`config.mk`:
```
export PLATFORM = sky130hd
export DESIGN_NAME = mixer_dsm
export DESIGN_NICKNAME = d
export VERILOG_FILES = /design/src/rtl/mixer_dsm.sv
export SDC_FILE = /design/constraint.sdc
export NUM_CORES = 1
export LEC_CHECK = 0
export CAP_MARGIN = 20
export CORE_MARGIN = 10
export CORE_UTILIZATION = 31
export DETAILED_ROUTE_END_ITERATION = 7
export PLACE_DENSITY = 0.59
export SLEW_MARGIN = 5
export SYNTH_ARGS = -nofsm -noshare
export SYNTH_HDL_FRONTEND = slang
export SYNTH_SLANG_ARGS = --single-unit
```
`constraint.sdc`:
```
create_clock -name clock -period 6.9 [get_ports clock]
set_input_delay 1.725 -clock clock [delete_from_list [all_inputs] [get_ports clock]]
set_output_delay 1.725 -clock clock [all_outputs]
set_load 0.02 [all_outputs]
```
`src/rtl/mixer_dsm.sv`:
```
// mixer_dsm: weighted/panned stereo mixer of 1-bit audio sources feeding
// two first-order delta-sigma modulators that drive the 1-bit l/r pins.
// Levels are recomputed once per sample strobe and held in between.
module mixer_dsm #(
  parameter int CHANNELS = 4,
  parameter int CH_W     = 2,
  parameter int WEIGHT_W = 4,
  parameter int SUM_W    = 6,
  parameter int DIV      = 64
) (
  input  logic                  clock,
  input  logic                  reset,
  input  logic [CHANNELS-1:0]   src,
  input  logic [1:0]            mode,
  input  logic                  cfgWe,
  input  logic [CH_W-1:0]       cfgCh,
  input  logic [WEIGHT_W+1:0]   cfgData,
  output logic [SUM_W-1:0]      levelL,
  output logic [SUM_W-1:0]      levelR,
  output logic                  l,
  output logic                  r
);

  localparam int CNT_W = (DIV > 1) ? $clog2(DIV) : 1;
  localparam int CFG_W = WEIGHT_W + 2;
  // Default channel config: full weight, routed to both sides.
  localparam logic [CFG_W-1:0] CFG_DEFAULT = {2'b11, {WEIGHT_W{1'b1}}};

  typedef enum logic [1:0] {
    MODE_STEREO = 2'b00,
    MODE_MONO   = 2'b01,
    MODE_MUTE   = 2'b10,
    MODE_SWAP   = 2'b11
  } mode_e;

  // Registered state
  logic [CHANNELS-1:0] sync1_q, sync2_q;
  logic [CFG_W-1:0]    cfg_q [CHANNELS];
  logic [CFG_W-1:0]    cfg_d [CHANNELS];
  logic [CNT_W-1:0]    cnt_q, cnt_d;
  logic [SUM_W-1:0]    level_l_q, level_l_d;
  logic [SUM_W-1:0]    level_r_q, level_r_d;
  logic [SUM_W-1:0]    acc_l_q, acc_l_d;
  logic [SUM_W-1:0]    acc_r_q, acc_r_d;
  logic                l_q, l_d;
  logic                r_q, r_d;

  // Combinational helpers
  logic                strobe;
  logic [SUM_W-1:0]    sum_l, sum_r;
  logic [SUM_W:0]      dsm_l, dsm_r;

  // Sample-rate counter; strobe marks the last count of each period.
  always_comb begin
    strobe = (cnt_q == CNT_W'(DIV - 1));
    cnt_d  = strobe ? '0 : cnt_q + CNT_W'(1);
  end

  // Config register file write port; indices past CHANNELS match no entry.
  always_comb begin
    // NOTE: every variable written here gets a default first, so no path
    // leaves it unassigned and no latch is inferred.
    cfg_d = cfg_q;
    for (int i = 0; i < CHANNELS; i++) begin
      if (cfgWe && (cfgCh == CH_W'(i))) cfg_d[i] = cfgData;
    end
  end

  // Weighted per-side sums and level update on the strobe.
  always_comb begin
    sum_l = '0;
    sum_r = '0;
    for (int i = 0; i < CHANNELS; i++) begin
      if (sync2_q[i] && cfg_q[i][WEIGHT_W+1])
        sum_l = sum_l + SUM_W'(cfg_q[i][WEIGHT_W-1:0]);
      if (sync2_q[i] && cfg_q[i][WEIGHT_W])
        sum_r = sum_r + SUM_W'(cfg_q[i][WEIGHT_W-1:0]);
    end

    level_l_d = level_l_q;
    level_r_d = level_r_q;
    if (strobe) begin
      case (mode_e'(mode))
        MODE_STEREO: begin
          level_l_d = sum_l;
          level_r_d = sum_r;
        end
        MODE_MONO: begin
          // One extra bit keeps the carry of the two-side sum before halving.
          level_l_d = SUM_W'(({1'b0, sum_l} + {1'b0, sum_r}) >> 1);
          level_r_d = SUM_W'(({1'b0, sum_l} + {1'b0, sum_r}) >> 1);
        end
        MODE_MUTE: begin
          level_l_d = '0;
          level_r_d = '0;
        end
        MODE_SWAP: begin
          level_l_d = sum_r;
          level_r_d = sum_l;
        end
        default: begin
          level_l_d = level_l_q;
          level_r_d = level_r_q;
        end
      endcase
    end
  end

  // First-order delta-sigma: the accumulator carry is the output bit.
  always_comb begin
    dsm_l   = {1'b0, acc_l_q} + {1'b0, level_l_q};
    dsm_r   = {1'b0, acc_r_q} + {1'b0, level_r_q};
    acc_l_d = dsm_l[SUM_W-1:0];
    acc_r_d = dsm_r[SUM_W-1:0];
    l_d     = dsm_l[SUM_W];
    r_d     = dsm_r[SUM_W];
  end

  // State registers; reset wins over strobe and config writes on the same edge.
  always_ff @(posedge clock) begin
    if (reset) begin
      sync1_q   <= '0;
      sync2_q   <= '0;
      // NOTE: the config file is small and must come up at known defaults,
      // so it is reset like ordinary flops rather than left as bare storage.
      for (int i = 0; i < CHANNELS; i++) cfg_q[i] <= CFG_DEFAULT;
      cnt_q     <= '0;
      level_l_q <= '0;
      level_r_q <= '0;
      acc_l_q   <= '0;
      acc_r_q   <= '0;
      l_q       <= 1'b0;
      r_q       <= 1'b0;
    end else begin
      // NOTE: non-blocking assignments so every flop samples pre-edge values.
      sync1_q   <= src;
      sync2_q   <= sync1_q;
      cfg_q     <= cfg_d;
      cnt_q     <= cnt_d;
      level_l_q <= level_l_d;
      level_r_q <= level_r_d;
      acc_l_q   <= acc_l_d;
      acc_r_q   <= acc_r_d;
      l_q       <= l_d;
      r_q       <= r_d;
    end
  end

  assign levelL = level_l_q;
  assign levelR = level_r_q;
  assign l      = l_q;
  assign r      = r_q;

endmodule

```
==> summary.md, run 1 <==
| Metric | Value |
|---|---|
| CP required | slightly above 7 ns |
| Net Sw Power | just over 0.3 mW |
| Period utilization | 0.802 |
| Num CTS Buffers | 9 |
| Die area | about 0.02 mm² |
| Leading cell type in the layout, fill and taps excluded | dfxtp_1 |
| # port buffers | 30 |
| Worst-path cell chain | nand3_1 > inv_1 > ha_1 > inv_1 > fa_1 > xnor2_1 > a21o_1 > nand2_1 > ha_1 > inv_1 > o21bai_1 > xnor2_1 > o211ai_1 > ha_1 > nand4_1 > o211ai_1 > or3b_1 > a21oi_1 > or2_2 > ha_1 > or3_1 > nor4_1 > o31ai_1 > o211ai_1 |
| Global route total overflow | 0 |
| Yosys cell types | 64 |
| Post-synth EDFFs | 0 |
| Sequential element share of the synthesized area | 0.275 |
| Dominant synthesized flop cell | dfxtp_1 |
| Chip height | roughly 140 µm |
| Synth-to-layout area growth | 16.1% |
| Fin. Hold Viols | 0 |
| CTS root buf | clkbuf_16 |
| Ys async rst share | 0 |
| P_leak | approximately 2.3 nW |
| Sw Ratio | 0.276 |
| CP max stage delay | around 0.50 ns |
| PwrDens | around 210 mW/mm² |
| Worst Skew | around 0.008 ns |
| Antenna violations before repair | 0 |
| # diodes | 0 |
| Drt drc | 0 |
| Vias in the first global route | 3962 |
| Crit start category | register |
| Initial drt markers | around 250 |
| Critical setup path kind | reg2reg |
| Initial Util | 0.318 |
| Hold depth | 1 |
| FILL cells | roughly 1500 |
| Cell count after synthesis | between 500 and 600 |
| Drt pass-1 iters | 5 |
| WL final | between 10000 and 15000 µm |
| Final setup vio count | 0 |
| Logic pwr share | 0.205 |
| Clock Sinks | between 60 and 70 |
| Peak VDD IR | roughly 120 µV |
| Routed WL per cell | between 15 and 20 µm |
| Fin crit period | about 5.5 ns |
| First-pass GRT wire length | 20400 µm |
| Highest net fanout along the worst path | 8 |
| Status | completed |
| Final worst slack | approximately 1.4 ns |
| Clock Pin Slew Worst Setup and Hold Paths | around 0.060 ns |
| GRT Overall Usage | 0.123 |
| Post_cts resized | 0 |
| Int Power | around 0.80 mW |
| I/O pin cnt | 31 |
| Worst rel slew slack | 0.555 |
| Die width | between 100 and 150 µm |
| Hold Path Class | reg2reg |
| Yosys warning count | 0 |
| CP max-delay cell | dfxtp_1 |
| FF+latch count, synth | 64 |
| Most frequent cells in the layout | 64 x dfxtp_1, 60 x nand2_1, 41 x ha_1 |
| Synth Cell Area | ~0.0047 mm² |
| Max Freq | about 0.18 GHz |
| Post-Syn Nets | between 600 and 700 |
| Final ANT Viol Nets | 0 |
| CTS tree | built |
| Seq pwr share | 0.357 |
| Post-DP HPWL | approximately 9400 µm |
| Hold buffers post-CTS | 0 |
| Core Box Area | 0.0146 mm² |
| Final Max Slew Viols | 0 |
| Max-cap violations | 0 |
| Setup crit end kind | register |
| RSZ-0062 raised after global routing | no |
| Placer congestion estimate | approximately 0.9 |
| Worst-margin pin slew | 0.665 ns |
| Setup Buffers After CTS | 0 |
| Largest net degree at the start of global routing | 61 |
| Sum Neg Setup Slack | 0 ns |
| # rows | between 40 and 50 |
| Syn avg cell area | roughly 8.4 µm² |
| Clk buf depth | 2 |
| Post-Place Worst Slack | 1.42 ns |
| Vias per Instance | ~5.3 |
| Worst-skew pair later-pin latency | ~0.34 ns |
| Nets | approximately 640 |
| Crit path arrival time | 5.80 ns |
| Ratio of cells with drive above 1 in the final layout | 0.0688 |
| Clk pwr share | 0.438 |
| R2R cell count | 24 |
| Hold_ws | about 0.43 ns |
| CTS H-tree depth | 3 |
| Detailed-route via count | 4037 |
| Most frequent CP cell | ha_1 |
[routing by layer]
layer / up-vias / global-route usage / part of all wire
met5: - / 0 / 0
met4: 0 / 0.0532 / 0.025
met3: 27 / 0.0167 / 0.036
met2: 90 / 0.200 / 0.47
met1: 1907 / 0.160 / 0.47
li1: 2013 / - / -
[metrics by stage]
stage                     cell area [µm²]  std cells  total power [mW]  utilization
final                                5410        765              1.11        0.369
after floorplan                      4650        554             0.573            -
after global routing                 5410        765              1.17        0.369
after global placement               5090        749             0.622        0.348
after detailed placement             5090        749             0.628        0.348
after CTS                            5410        765              1.12        0.369
[area by class of cell]
| class | count | area [µm²] | area share |
|---|---|---|---|
| Clock inverter | 3 | 65.1 | 0.0120 |
| Timing Repair Buffer | 32 | 310 | 0.0574 |
| Sequential cell | 64 | 1280 | 0.237 |
| Multi-Input combinational cell | 430 | 3120 | 0.578 |
| Inverter | 39 | 146 | 0.0271 |
| Tap cell | 184 | 230 | 0.0426 |
| Clock buffer | 13 | 250 | 0.0463 |
[power by group through the flow]
stage	sequential (mW)	clock [mW]	combinational, mW
6_report	0.396	0.487	0.228
5_1_grt	0.398	0.515	0.256
4_1_cts	0.396	0.495	0.226
3_5_place_dp	0.404	0	0.224
3_3_place_gp	0.404	0	0.218
2_1_floorplan	0.395	0	0.177
[state kept, by name (all words and copies together), names as in the netlist]
name / count
cfg_q: 24
r: 1
l: 1
cnt_q: 6
acc_l_q: 6
levelR: 6
acc_r_q: 6
sync1_q: 4
levelL: 6
sync2_q: 4
[synth_stat cells (4+ instances only)]
master / n / area share
nor2b_1: 21 / 0.028
nand3_1: 20 / 0.022
nor2_1: 39 / 0.031
o21bai_1: 7 / 0.011
o21a_1: 5 / 0.0081
xor2_1: 5 / 0.0094
clkbuf_1: 13 / 0.010
nand2b_1: 7 / 0.0094
mux2i_1: 4 / 0.0086
a211o_1: 14 / 0.026
and3_1: 5 / 0.0067
o211ai_1: 11 / 0.018
a31oi_1: 4 / 0.0054
a22o_1: 5 / 0.0094
inv_1: 38 / 0.031
a22oi_1: 5 / 0.0081
a21o_1: 10 / 0.016
ha_1: 41 / 0.11
and2_1: 7 / 0.0094
nand4_1: 7 / 0.0094
a21oi_1: 20 / 0.022
dfxtp_1: 64 / 0.28
a211oi_1: 10 / 0.016
o21ai_0: 16 / 0.017
nand2_1: 60 / 0.048
nand3b_1: 15 / 0.024
nor3_1: 11 / 0.012
xnor2_1: 21 / 0.040
fa_1: 9 / 0.039
mux2_2: 4 / 0.0097
[critical path: cells and delay by family, from the launching register on]
family / cells / cell delay, ns
buffers and inverters: 3 / 0.20
AO/OA/AOI/OAI: 7 / 1.32
adder cells (fa/ha/maj): 5 / 1.61
XOR/XNOR: 2 / 0.37
flip-flops: 1 / 0.50
AND/OR/NAND/NOR: 7 / 1.45
[logic make-up after synthesis]
family,count (synthesis),synth area share
compound gates,133,0.216
xor+xnor,26,0.0489
fa+ha+maj,51,0.151
buf+inv,60,0.0540
flops,64,0.275
mux,9,0.0215
simple gates,211,0.233
[worst paths after layout]
kind | from | to | slack, ns
worst min register to register | sync1_q[3] | sync2_q[3] | 0.43
worst max-delay path | sync2_q[0] | levelR[4] | 1.37
worst max register to register | sync2_q[0] | levelR[4] | 1.37
worst min-delay path | sync1_q[3] | sync2_q[3] | 0.43
Power figures use the tool's default switching activity.
==> run 2: changes to the inputs <==
--- a/config.mk
+++ b/config.mk
@@ -9,7 +9,7 @@
 export CORE_MARGIN = 10
 export CORE_UTILIZATION = 31
 export DETAILED_ROUTE_END_ITERATION = 7
-export PLACE_DENSITY = 0.59
+export PLACE_DENSITY = 0.61
 export SLEW_MARGIN = 5
 export SYNTH_ARGS = -nofsm -noshare
 export SYNTH_HDL_FRONTEND = slang
==> constraint.sdc (replaced) <==
create_clock -name clock -period 4.7 [get_ports clock]
set_input_delay 1.175 -clock clock [delete_from_list [all_inputs] [get_ports clock]]
set_output_delay 1.175 -clock clock [all_outputs]
set_load 0.02 [all_outputs]
==> run 2 against run 1 <==
  * Via count rose by 11%
  * The flow now finishes with violations (negative setup slack)
  * Register-to-register slack worse by 1.6 ns
  * Design area up 19%
  * Largest power group unchanged
==> summary.md, run 2 (synthesis gave the netlist of run 1 again) <==
| Metric | Value |
|---|---|
| Max Freq | 0.204 GHz (+13%) |
| CTS root buf | clkbuf_16 |
| Final setup vio count | 5 (+5) |
| Clock Pin Slew Worst Setup and Hold Paths | 0.05 ns (about the same) |
| Hold buffers post-CTS | 0 (unchanged) |
| GRT Overall Usage | 0.136 (+0.0122) |
| # diodes | 0 (unchanged) |
| Nets | 720 (+12%) |
| Placed cell count | 809 (+8.0%) |
| Chip height | 143 µm (unchanged) |
| Area of the multi-input gates | 0.00355 mm² (+14%) |
| Final worst slack | -0.195 ns (-1.56 ns) |
| Vias per Instance | 5.30 (+0.51%) |
| Highest net fanout along the worst path | 3 (-5) |
| Clk buf depth | 2 (unchanged) |
| Die width | 143 µm (unchanged) |
| Die area | 0.0203 mm² (unchanged) |
| Placer congestion estimate | 0.901 (-0.51%) |
| Drt drc | 0 (unchanged) |
| Post-DP HPWL | 10300 µm (+9.7%) |
| Max reg flops | 24 (unchanged) |
| Antenna violations before repair | 0 (unchanged) |
| Final ANT Viol Nets | 0 (unchanged) |
| CTS tree | built |
| Final core occ | 0.440 (+0.0705) |
| WL met2 | 6740 µm (+19%) |
| Largest net degree at the start of global routing | 35 (-43%) |
| CP required | 4.95 ns (-2.22 ns) |
| First-pass GRT wire length | 22300 µm (+9.4%) |
| Hold_ws | 0.435 ns (+0.00289 ns) |
| Routed WL per cell | 16.3 µm (+2.9%) |
| Status | finished, violations left |
| Num CTS Buffers | 9 (unchanged) |
| # port buffers | 30 (unchanged) |
| Worst-margin pin slew | 0.699 ns (+0.0336 ns) |
| Drt pass-1 iters | 5 (unchanged) |
| Top reg by flops | cfg_q |
| FILL cells | 1408 (-5.9%) |
| CP bufs+invs | 5 (+2) |
| Fin. Hold Viols | 0 (unchanged) |
| Most frequent CP cell | buf_4 |
| Crit start category | register |
| Register area | 0.00129 mm² (+0.39%) |
| Most frequent cells in the layout | 75 x buf_4, 60 x dfxtp_1, 58 x nand2_1 |
| Hold Path Class | reg2reg |
| Post-Place Worst Slack | -0.376 ns (-1.79 ns) |
| Leading cell type in the layout, fill and taps excluded | buf_4 |
| Detailed-route via count | 4466 (+11%) |
| Final Max Slew Viols | 0 (unchanged) |
| M1 WL | 6290 µm (+9.9%) |
| CP max-delay cell | or3_4 |
| Synth-to-layout area growth | 38.3% |
| Clock Sinks | 64 (unchanged) |
| Period utilization | 1.04 (+0.240) |
| Crit path arrival time | 5.14 ns (-0.66 ns) |
| Worst rel slew slack | 0.533 (-0.0222) |
| Max-cap violations | 0 (unchanged) |
| Delay-heaviest family, CP | adder cells |
| P_leak | 2.74 nW (+19%) |
| Worst Skew | 0.00688 ns (-0.000899 ns) |
| WL final | 13700 µm (+13%) |
| Vias in the first global route | 4513 (+14%) |
| Ratio of cells with drive above 1 in the final layout | 0.281 (+0.212) |
| CP max stage delay | 0.40 ns (-0.10 ns) |
| # rows | 44 (unchanged) |
| Peak VDD IR | 193 µV (+59%) |
| Finished Layout Cells | 842 (+10%) |
| Violated checks | negative setup slack |
| DR top layer | met4 |
| Initial drt markers | 404 (+61%) |
| Fin crit period | 4.90 ns (-0.636 ns) |
| Critical setup path kind | reg2reg |
| Global route total overflow | 0 (unchanged) |
| Core Box Area | 0.0146 mm² (unchanged) |
| Sum Neg Setup Slack | -0.633 ns (-0.633 ns) |
| DR WL met3 | 438 µm (-0.68%) |
| Initial Util | 0.318 (unchanged) |
| Worst-skew pair later-pin latency | 0.33 ns (about the same) |
| Setup crit end kind | register |
| PwrDens | 281 mW/mm² (+37%) |
| I/O pin cnt | 31 (unchanged) |
| RSZ-0062 raised after global routing | yes |
| CTS H-tree depth | 3 (unchanged) |
==> run 2: changes by cell type in the layout (fill, tap and decap cells not counted), sizes merged <==
cell and change:
buf +77
==> run 2: area by class of cell <==
| type | instances | share of cell area |
|---|---|---|
| flip-flops and latches | 64 | 0.200 |
| clock inverters | 3 | 0.0101 |
| inverters | 39 | 0.0231 |
| repair buffers | 109 | 0.140 |
| clock buffers | 13 | 0.0389 |
| well taps | 184 | 0.0358 |
| multi-input cells | 430 | 0.552 |
==> run 2: stage by stage <==
step	total power, mW	cell area [µm²]
6_report	1.81	6440
5_1_grt	1.89	6440
4_1_cts	1.77	6200
3_5_place_dp	1.02	5700
3_3_place_gp	1.01	5700
2_1_floorplan	0.859	4820
==> run 2: repair_timing <==
action | in CTS | in global routing
pin swaps | 28 | 19
setup buffers | 9 | 8
gates resized for setup | 27 | 39
endpoints found under the setup margin | 8 | 10
==> run 2: final timing paths <==
check,slack (ns),depth (start not counted),end,from
setup / recovery,-0.20,25,levelL[4],sync2_q[0]
hold / removal,0.43,1,sync2_q[3],sync1_q[3]
hold reg to reg,0.43,1,sync2_q[3],sync1_q[3]
setup reg to reg,-0.20,25,levelL[4],sync2_q[0]
==> run 2: report_power, final <==
| part | switching (mW) | internal, mW |
|---|---|---|
| combinational | 0.253 | 0.258 |
| clock | 0.234 | 0.478 |
| sequential | 0.0239 | 0.560 |
==> run 2: layer usage <==
metal	vias to the layer above	track usage
li1	2177	-
met1	2175	0.168
met2	94	0.233
met3	20	0.0184
met4	0	0.0505
met5	-	0
==> run 3: changes to the inputs <==
--- a/config.mk
+++ b/config.mk
@@ -9,6 +9,7 @@
 export CORE_MARGIN = 10
 export CORE_UTILIZATION = 31
 export DETAILED_ROUTE_END_ITERATION = 7
+export GPL_ROUTABILITY_DRIVEN = 1
 export PLACE_DENSITY = 0.61
 export SLEW_MARGIN = 5
 export SYNTH_ARGS = -nofsm -noshare
==> results of run 3 <==
The final DEF is identical to that of run 2; final timing and power are the same.
